### config.mk
export PLATFORM = sky130hd
export DESIGN_NAME = song_sequencer
export DESIGN_NICKNAME = d
export VERILOG_FILES = /design/src/rtl/song_sequencer.sv
export SDC_FILE = /design/constraint.sdc
export NUM_CORES = 1
export LEC_CHECK = 0
export ABC_AREA = 1
export CORE_ASPECT_RATIO = 0.9
export CORE_MARGIN = 8
export CORE_UTILIZATION = 41
export CTS_CLUSTER_DIAMETER = 200
export DETAILED_ROUTE_END_ITERATION = 12
export DONT_BUFFER_PORTS = 1
export GPL_TIMING_DRIVEN = 0
export MAX_ROUTING_LAYER = met4
export SYNTH_ARGS = -nofsm -noshare
export SYNTH_HDL_FRONTEND = slang
export SYNTH_SLANG_ARGS = --single-unit
### constraint.sdc
create_clock -name clk -period 1.8 [get_ports clk]
set_clock_uncertainty 0.2 [all_clocks]
set_input_delay 0.45 -clock clk [delete_from_list [all_inputs] [get_ports clk]]
set_output_delay 0.45 -clock clk [all_outputs]
set_load 0.005 [all_outputs]
### src/rtl/song_sequencer.sv
// Song-playback controller: walks the song table one note per entry, timing each note
// from the beat length (auto mode) or holding it until the learner hits the right key.
module song_sequencer #(
  parameter int unsigned BEAT_CYCLES = 100_000_000,
  parameter int unsigned GAP_CYCLES  = 10_000_000,
  parameter int unsigned SONG_LEN    = 52
) (
  input  logic       clk,
  input  logic       rst,
  input  logic       start,
  input  logic       stop,
  input  logic       pause,
  input  logic       learn,
  input  logic       key_ok,
  output logic [5:0] rom_addr,
  input  logic [4:0] rom_data,
  output logic [2:0] note,
  output logic [6:0] led,
  output logic       note_valid,
  output logic       busy,
  output logic       finished
);

  localparam logic [2:0] S_IDLE  = 3'd0;
  localparam logic [2:0] S_FETCH = 3'd1;
  localparam logic [2:0] S_PLAY  = 3'd2;
  localparam logic [2:0] S_GAP   = 3'd3;
  localparam logic [2:0] S_DONE  = 3'd4;

  localparam logic [31:0] BEAT_LOAD = 32'(BEAT_CYCLES);
  localparam logic [31:0] GAP_LOAD  = 32'(GAP_CYCLES);
  localparam logic [5:0]  END_ADDR  = 6'(SONG_LEN);

  logic [2:0]  state_q, state_d;
  logic [5:0]  rom_addr_q, rom_addr_d;
  logic [31:0] timer_q, timer_d;
  logic [2:0]  note_q, note_d;
  logic [6:0]  led_q, led_d;
  logic        note_valid_q, note_valid_d;
  logic        busy_q, busy_d;
  logic        finished_q, finished_d;

  function automatic logic [31:0] note_cycles(input logic [1:0] len);
    logic [31:0] cycles;
    case (len)
      2'd0:    cycles = BEAT_LOAD;
      2'd1:    cycles = BEAT_LOAD << 1;
      2'd2:    cycles = BEAT_LOAD << 2;
      2'd3:    cycles = BEAT_LOAD >> 1;
      default: cycles = BEAT_LOAD;
    endcase
    return cycles;
  endfunction

  function automatic logic [6:0] note_onehot(input logic [2:0] n);
    logic [6:0] oh;
    if (n == 3'd0) begin
      oh = 7'd0;
    end else begin
      oh = 7'b000_0001 << (n - 3'd1);
    end
    return oh;
  endfunction

  // Next-state, address, timer and note selection; stop overrides everything, pause freezes PLAY/GAP.
  always_comb begin
    state_d    = state_q;
    rom_addr_d = rom_addr_q;
    timer_d    = timer_q;
    note_d     = 3'd0;
    if (stop) begin
      state_d    = S_IDLE;
      rom_addr_d = 6'd0;
      timer_d    = 32'd0;
    end else begin
      case (state_q)
        S_IDLE, S_DONE: begin
          if (start) begin
            state_d    = S_FETCH;
            rom_addr_d = 6'd0;
          end else begin
            state_d = state_q;
          end
        end
        S_FETCH: begin
          if (rom_addr_q == END_ADDR) begin
            state_d = S_DONE;
          end else begin
            state_d = S_PLAY;
            note_d  = rom_data[4:2];
            timer_d = note_cycles(rom_data[1:0]);
          end
        end
        S_PLAY: begin
          note_d = note_q;
          if (pause) begin
            state_d = S_PLAY;
          end else if (learn && (note_q != 3'd0)) begin
            // The learner sets the pace: only a correct key ends a sounding note.
            if (key_ok) begin
              state_d = S_GAP;
              note_d  = 3'd0;
              timer_d = GAP_LOAD;
            end else begin
              state_d = S_PLAY;
            end
          end else if (timer_q == 32'd1) begin
            state_d = S_GAP;
            note_d  = 3'd0;
            timer_d = GAP_LOAD;
          end else begin
            timer_d = timer_q - 32'd1;
          end
        end
        S_GAP: begin
          if (pause) begin
            state_d = S_GAP;
          end else if (timer_q == 32'd1) begin
            state_d    = S_FETCH;
            rom_addr_d = rom_addr_q + 6'd1;
            timer_d    = 32'd0;
          end else begin
            timer_d = timer_q - 32'd1;
          end
        end
        default: begin
          state_d    = S_IDLE;
          rom_addr_d = 6'd0;
          timer_d    = 32'd0;
        end
      endcase
    end
  end

  // Output values follow the next state so they switch on the same edge.
  always_comb begin
    led_d        = note_onehot(note_d);
    note_valid_d = (note_d != 3'd0);
    busy_d       = (state_d != S_IDLE) && (state_d != S_DONE);
    finished_d   = (state_d == S_DONE);
  end

  // State and registered outputs.
  always_ff @(posedge clk or posedge rst) begin
    if (rst) begin
      state_q      <= S_IDLE;
      rom_addr_q   <= 6'd0;
      timer_q      <= 32'd0;
      note_q       <= 3'd0;
      led_q        <= 7'd0;
      note_valid_q <= 1'b0;
      busy_q       <= 1'b0;
      finished_q   <= 1'b0;
    end else begin
      state_q      <= state_d;
      rom_addr_q   <= rom_addr_d;
      timer_q      <= timer_d;
      note_q       <= note_d;
      led_q        <= led_d;
      note_valid_q <= note_valid_d;
      busy_q       <= busy_d;
      finished_q   <= finished_d;
    end
  end

  assign rom_addr   = rom_addr_q;
  assign note       = note_q;
  assign led        = led_q;
  assign note_valid = note_valid_q;
  assign busy       = busy_q;
  assign finished   = finished_q;

endmodule

==> impl_metrics.prom <==
# TYPE chip_impl_metric gauge
chip_impl_info{name="result_of_the_run",value="complete, but fails checks"} 1
chip_impl_info{name="failed_checks",value="setup timing"} 1
chip_impl_metric{name="hold_ws",unit="ps"} 149
chip_impl_metric{name="synth.cell_area",unit="sq um"} 3680
chip_impl_metric{name="drtPass1Iterations",unit=""} 5
chip_impl_metric{name="grt_max_degree",unit=""} 55
chip_impl_info{name="worst_setup_path_end_kind",value="flop"} 1
chip_impl_metric{name="p_leak",unit="nW"} 2.61
chip_impl_metric{name="p_per_area",unit="nW/um^2"} 924
chip_impl_info{name="synth.cells.most_frequent",value="sky130_fd_sc_hd__nand2_1 (186), sky130_fd_sc_hd__nor2_1 (82), sky130_fd_sc_hd__inv_1 (68), sky130_fd_sc_hd__dfrtp_1 (54), sky130_fd_sc_hd__nand3_1 (33)"} 1
chip_impl_metric{name="area_growth_syn_to_layout",unit="%"} 37.7
chip_impl_info{name="cts_tree",value="yes"} 1
chip_impl_metric{name="timing.critical_path.required",unit="ps"} 1820
chip_impl_metric{name="die_height",unit="um"} 106
chip_impl_metric{name="share_of_post_route_cells_with_drive_strength_above_1",unit=""} 0.388
chip_impl_metric{name="number_of_drc_markers_in_iteration_0",unit=""} 253
chip_impl_metric{name="average_detailed_routed_wire_length_per_instance",unit="um"} 15.6
chip_impl_metric{name="area_share_of_the_leading_cell_type_in_the_synthesized_netlist",unit=""} 0.367
chip_impl_metric{name="final_hold_fails",unit=""} 0
chip_impl_metric{name="die_w",unit="um"} 116
chip_impl_metric{name="gpl.final_weighted_congestion",unit=""} 0.906
chip_impl_metric{name="buffer_ports.inserted",unit=""} 0
chip_impl_metric{name="cp_max_fo",unit=""} 7
chip_impl_metric{name="design.core.area",unit="sq um"} 8650
chip_impl_metric{name="post-route-cell-area",unit="sq um"} 5060
chip_impl_metric{name="final_critical_path_setup_slack",unit="ps"} -210
chip_impl_metric{name="diodes",unit=""} 0
chip_impl_metric{name="nets",unit=""} 633
chip_impl_metric{name="ioPinCount",unit=""} 31
chip_impl_metric{name="fmax",unit="MHz"} 497
chip_impl_metric{name="routed_wl",unit="um"} 11400
chip_impl_metric{name="cts-buffers-inserted",unit=""} 5
chip_impl_metric{name="ys_ff_latch",unit=""} 54
chip_impl_metric{name="htree_levels",unit=""} 2
chip_impl_metric{name="synth.distinct_cells",unit=""} 33
chip_impl_info{name="r2r_start",value="timer_q[1]"} 1
chip_impl_metric{name="actual_transition_at_the_worst_max_transition_pin",unit="ps"} 813
chip_impl_metric{name="cts_buffer_depth",unit=""} 2
chip_impl_metric{name="async_flop_share",unit=""} 1.00
chip_impl_metric{name="num_rows",unit=""} 32
chip_impl_metric{name="synth_enable_flop_cells",unit=""} 0
chip_impl_metric{name="setup_total_negative_slack",unit="ps"} -8190
chip_impl_info{name="critical_path_class",value="reg -> reg"} 1
chip_impl_metric{name="min_delay_path_depth",unit=""} 3
chip_impl_metric{name="post-route-drc-count",unit=""} 0
chip_impl_metric{name="antenna_violations_before_repair",unit=""} 0
chip_impl_metric{name="placement.cell_area",unit="sq um"} 3850
chip_impl_metric{name="insertion_delay_of_the_later_clocked_pin_in_the_worst_skew_pair",unit="ps"} 320
chip_impl_metric{name="route.vias.total",unit=""} 3779
chip_impl_metric{name="post-route-period-util",unit=""} 1.12
chip_impl_metric{name="hpwl",unit="um"} 7170
chip_impl_metric{name="synth.yosys.seq_area_share",unit=""} 0.367
chip_impl_info{name="synth_top_cells_by_area",value="sky130_fd_sc_hd__dfrtp_1 (37%), sky130_fd_sc_hd__nand2_1 (19%), sky130_fd_sc_hd__nor2_1 (8.4%)"} 1
chip_impl_info{name="rsz0062_at_grt",value="true"} 1
chip_impl_metric{name="finalMaxSlewViolations",unit=""} 0
chip_impl_info{name="holdCritPathClass",value="in -> reg"} 1
chip_impl_info{name="post-synth-top-count-cell",value="sky130_fd_sc_hd__nand2_1"} 1
chip_impl_metric{name="placed_cells_incl_taps",unit=""} 670
chip_impl_metric{name="vias_per_cell",unit=""} 5.18
chip_impl_metric{name="antenna_left",unit=""} 0
chip_impl_metric{name="grt-ovfl-total",unit=""} 0
chip_impl_metric{name="worst_ep_arrival_time",unit="ps"} 2030
chip_impl_info{name="clk_root_buffer_cell",value="sky130_fd_sc_hd__clkbuf_8"} 1
chip_impl_metric{name="clock_sinks",unit=""} 54
chip_impl_metric{name="initial_utilization",unit=""} 0.425
chip_impl_metric{name="track_usage",unit=""} 0.190
chip_impl_info{name="critPathLaunch",value="timer_q[1]"} 1
chip_impl_metric{name="synth_area_per_cell",unit="sq um"} 6.67
chip_impl_info{name="yosys.area.top_type",value="sky130_fd_sc_hd__dfrtp_1"} 1
chip_impl_metric{name="syn_inst",unit=""} 551
chip_impl_metric{name="post_route_non_filler_standard_cell_count",unit=""} 730
chip_impl_info{name="worstHoldStart",value="start"} 1
chip_impl_metric{name="irDropWorstVdd",unit="mV"} 0.585
chip_impl_metric{name="cts.clk_slew.worst_paths",unit="ps"} 100
chip_impl_metric{name="finalSetupViolations",unit=""} 52
chip_impl_info{name="kind_of_start_point_of_the_critical_path",value="flop"} 1
chip_impl_metric{name="dieArea",unit="sq um"} 12300
chip_impl_metric{name="synth-warning-count",unit=""} 0
chip_impl_metric{name="slew_headroom",unit=""} 0.458
chip_impl_metric{name="grt_pass1_wl",unit="um"} 17800
chip_impl_metric{name="finalCriticalPeriod",unit="ps"} 2010
chip_impl_metric{name="reg2regPathDepth",unit=""} 11
chip_impl_metric{name="max-cap-violations",unit=""} 0
chip_impl_metric{name="number_of_global_route_vias_before_repair",unit=""} 3511
chip_impl_metric{name="synthesized_net_count",unit=""} 574
chip_impl_info{name="postSynth.topFlopCell",value="sky130_fd_sc_hd__dfrtp_1"} 1
==> critical path, cell delays in order, from the launching register on <==
cell	delay, ps
sky130_fd_sc_hd__dfrtp_1	410
sky130_fd_sc_hd__inv_2	80
sky130_fd_sc_hd__buf_4	130
sky130_fd_sc_hd__ha_2	230
sky130_fd_sc_hd__nand2_4	120
sky130_fd_sc_hd__nor3_4	220
sky130_fd_sc_hd__xor2_1	220
sky130_fd_sc_hd__nand2_2	80
sky130_fd_sc_hd__nand2_2	70
sky130_fd_sc_hd__nand2_2	50
sky130_fd_sc_hd__nand2_1	60
sky130_fd_sc_hd__nand2_1	40
==> metal layers <==
layer  track usage  vias up  wire length [um]
met5             -        -                 0
met4        0.0435        0               174
met3        0.0428       16               840
met2         0.275      126              5260
met1         0.261     1802              5120
li1              -     1835                 -
==> sequential cells by signal, summed over array words and instances, names as in the netlist <==
| signal | count |
|---|---|
| timer_q | 32 |
| led | 7 |
| rom_addr | 6 |
| note | 3 |
| state_q | 3 |
| busy | 1 |
| finished | 1 |
| note_valid | 1 |
==> worst paths after layout <==
check,end,slack [ps]
min in group asynchronous,timer_q[3],400
hold reg to reg,timer_q[24],380
max in group asynchronous,state_q[2],460
setup reg to reg,timer_q[10],-210
hold / removal,finished,150
setup / recovery,timer_q[10],-210
==> stage by stage <==
step / power [W] / worst slack (ps) / util
floorplan: 0.00268 / -27.5 / -
global placement: 0.00302 / -380 / 0.445
detailed placement: 0.00304 / -410 / 0.445
CTS: 0.00420 / -247 / 0.526
global route: 0.00501 / -322 / 0.586
finish: 0.00468 / -210 / 0.586
==> cell type report <==
cell class / instances / area, sq um
Fill cell: 784 / 3580
Multi-Input combinational cell: 416 / 2570
Sequential cell: 54 / 1370
Timing Repair Buffer: 50 / 494
Inverter: 75 / 295
Tap cell: 119 / 149
Buffer: 8 / 91.3
Clock buffer: 5 / 68.8
Clock inverter: 3 / 21.3
==> power breakdown <==
group          switching (W)  internal, W
Combinational        0.00154      0.00101
Sequential          0.000118      0.00131
Clock               0.000430     0.000274
Total                0.00209      0.00259
==> placed cells by master (no fill, tap or decap), drive strengths merged, types with 9 or more instances in the layout <==
| cell | Yosys | final |
|---|---|---|
| ha | 11 | 11 |
| dfrtp | 54 | 54 |
| buf | 6 | 54 |
| o21ai | 37 | 37 |
| xor2 | 9 | 9 |
| nor2 | 92 | 92 |
| nand3 | 34 | 34 |
| nor3 | 12 | 12 |
| inv | 74 | 73 |
| nand2 | 193 | 195 |
| nand4 | 9 | 9 |
==> timing repair <==
item                       4_1_cts  5_1_grt
setup endpoints to repair       52       52
buffers inserted                27       18
hold buffers                     1        1
hold endpoints to repair         2       17
pin swaps                       39       52
cloned                           5        1
gates resized for setup        108      112
==> cells by family (layout without fill, tap and decap cells) <==
group / after synthesis / after routing / share of synthesized area
flip-flops: 54 / 54 / 0.367
AO/OA/AOI/OAI: 51 / 51 / 0.0762
AND/OR/NAND/NOR: 342 / 344 / 0.399
adder cells (fa/ha/maj): 11 / 11 / 0.0374
XOR/XNOR: 10 / 10 / 0.0238
buffers and inverters: 83 / 141 / 0.0956
(Power assumes the default switching activity.)
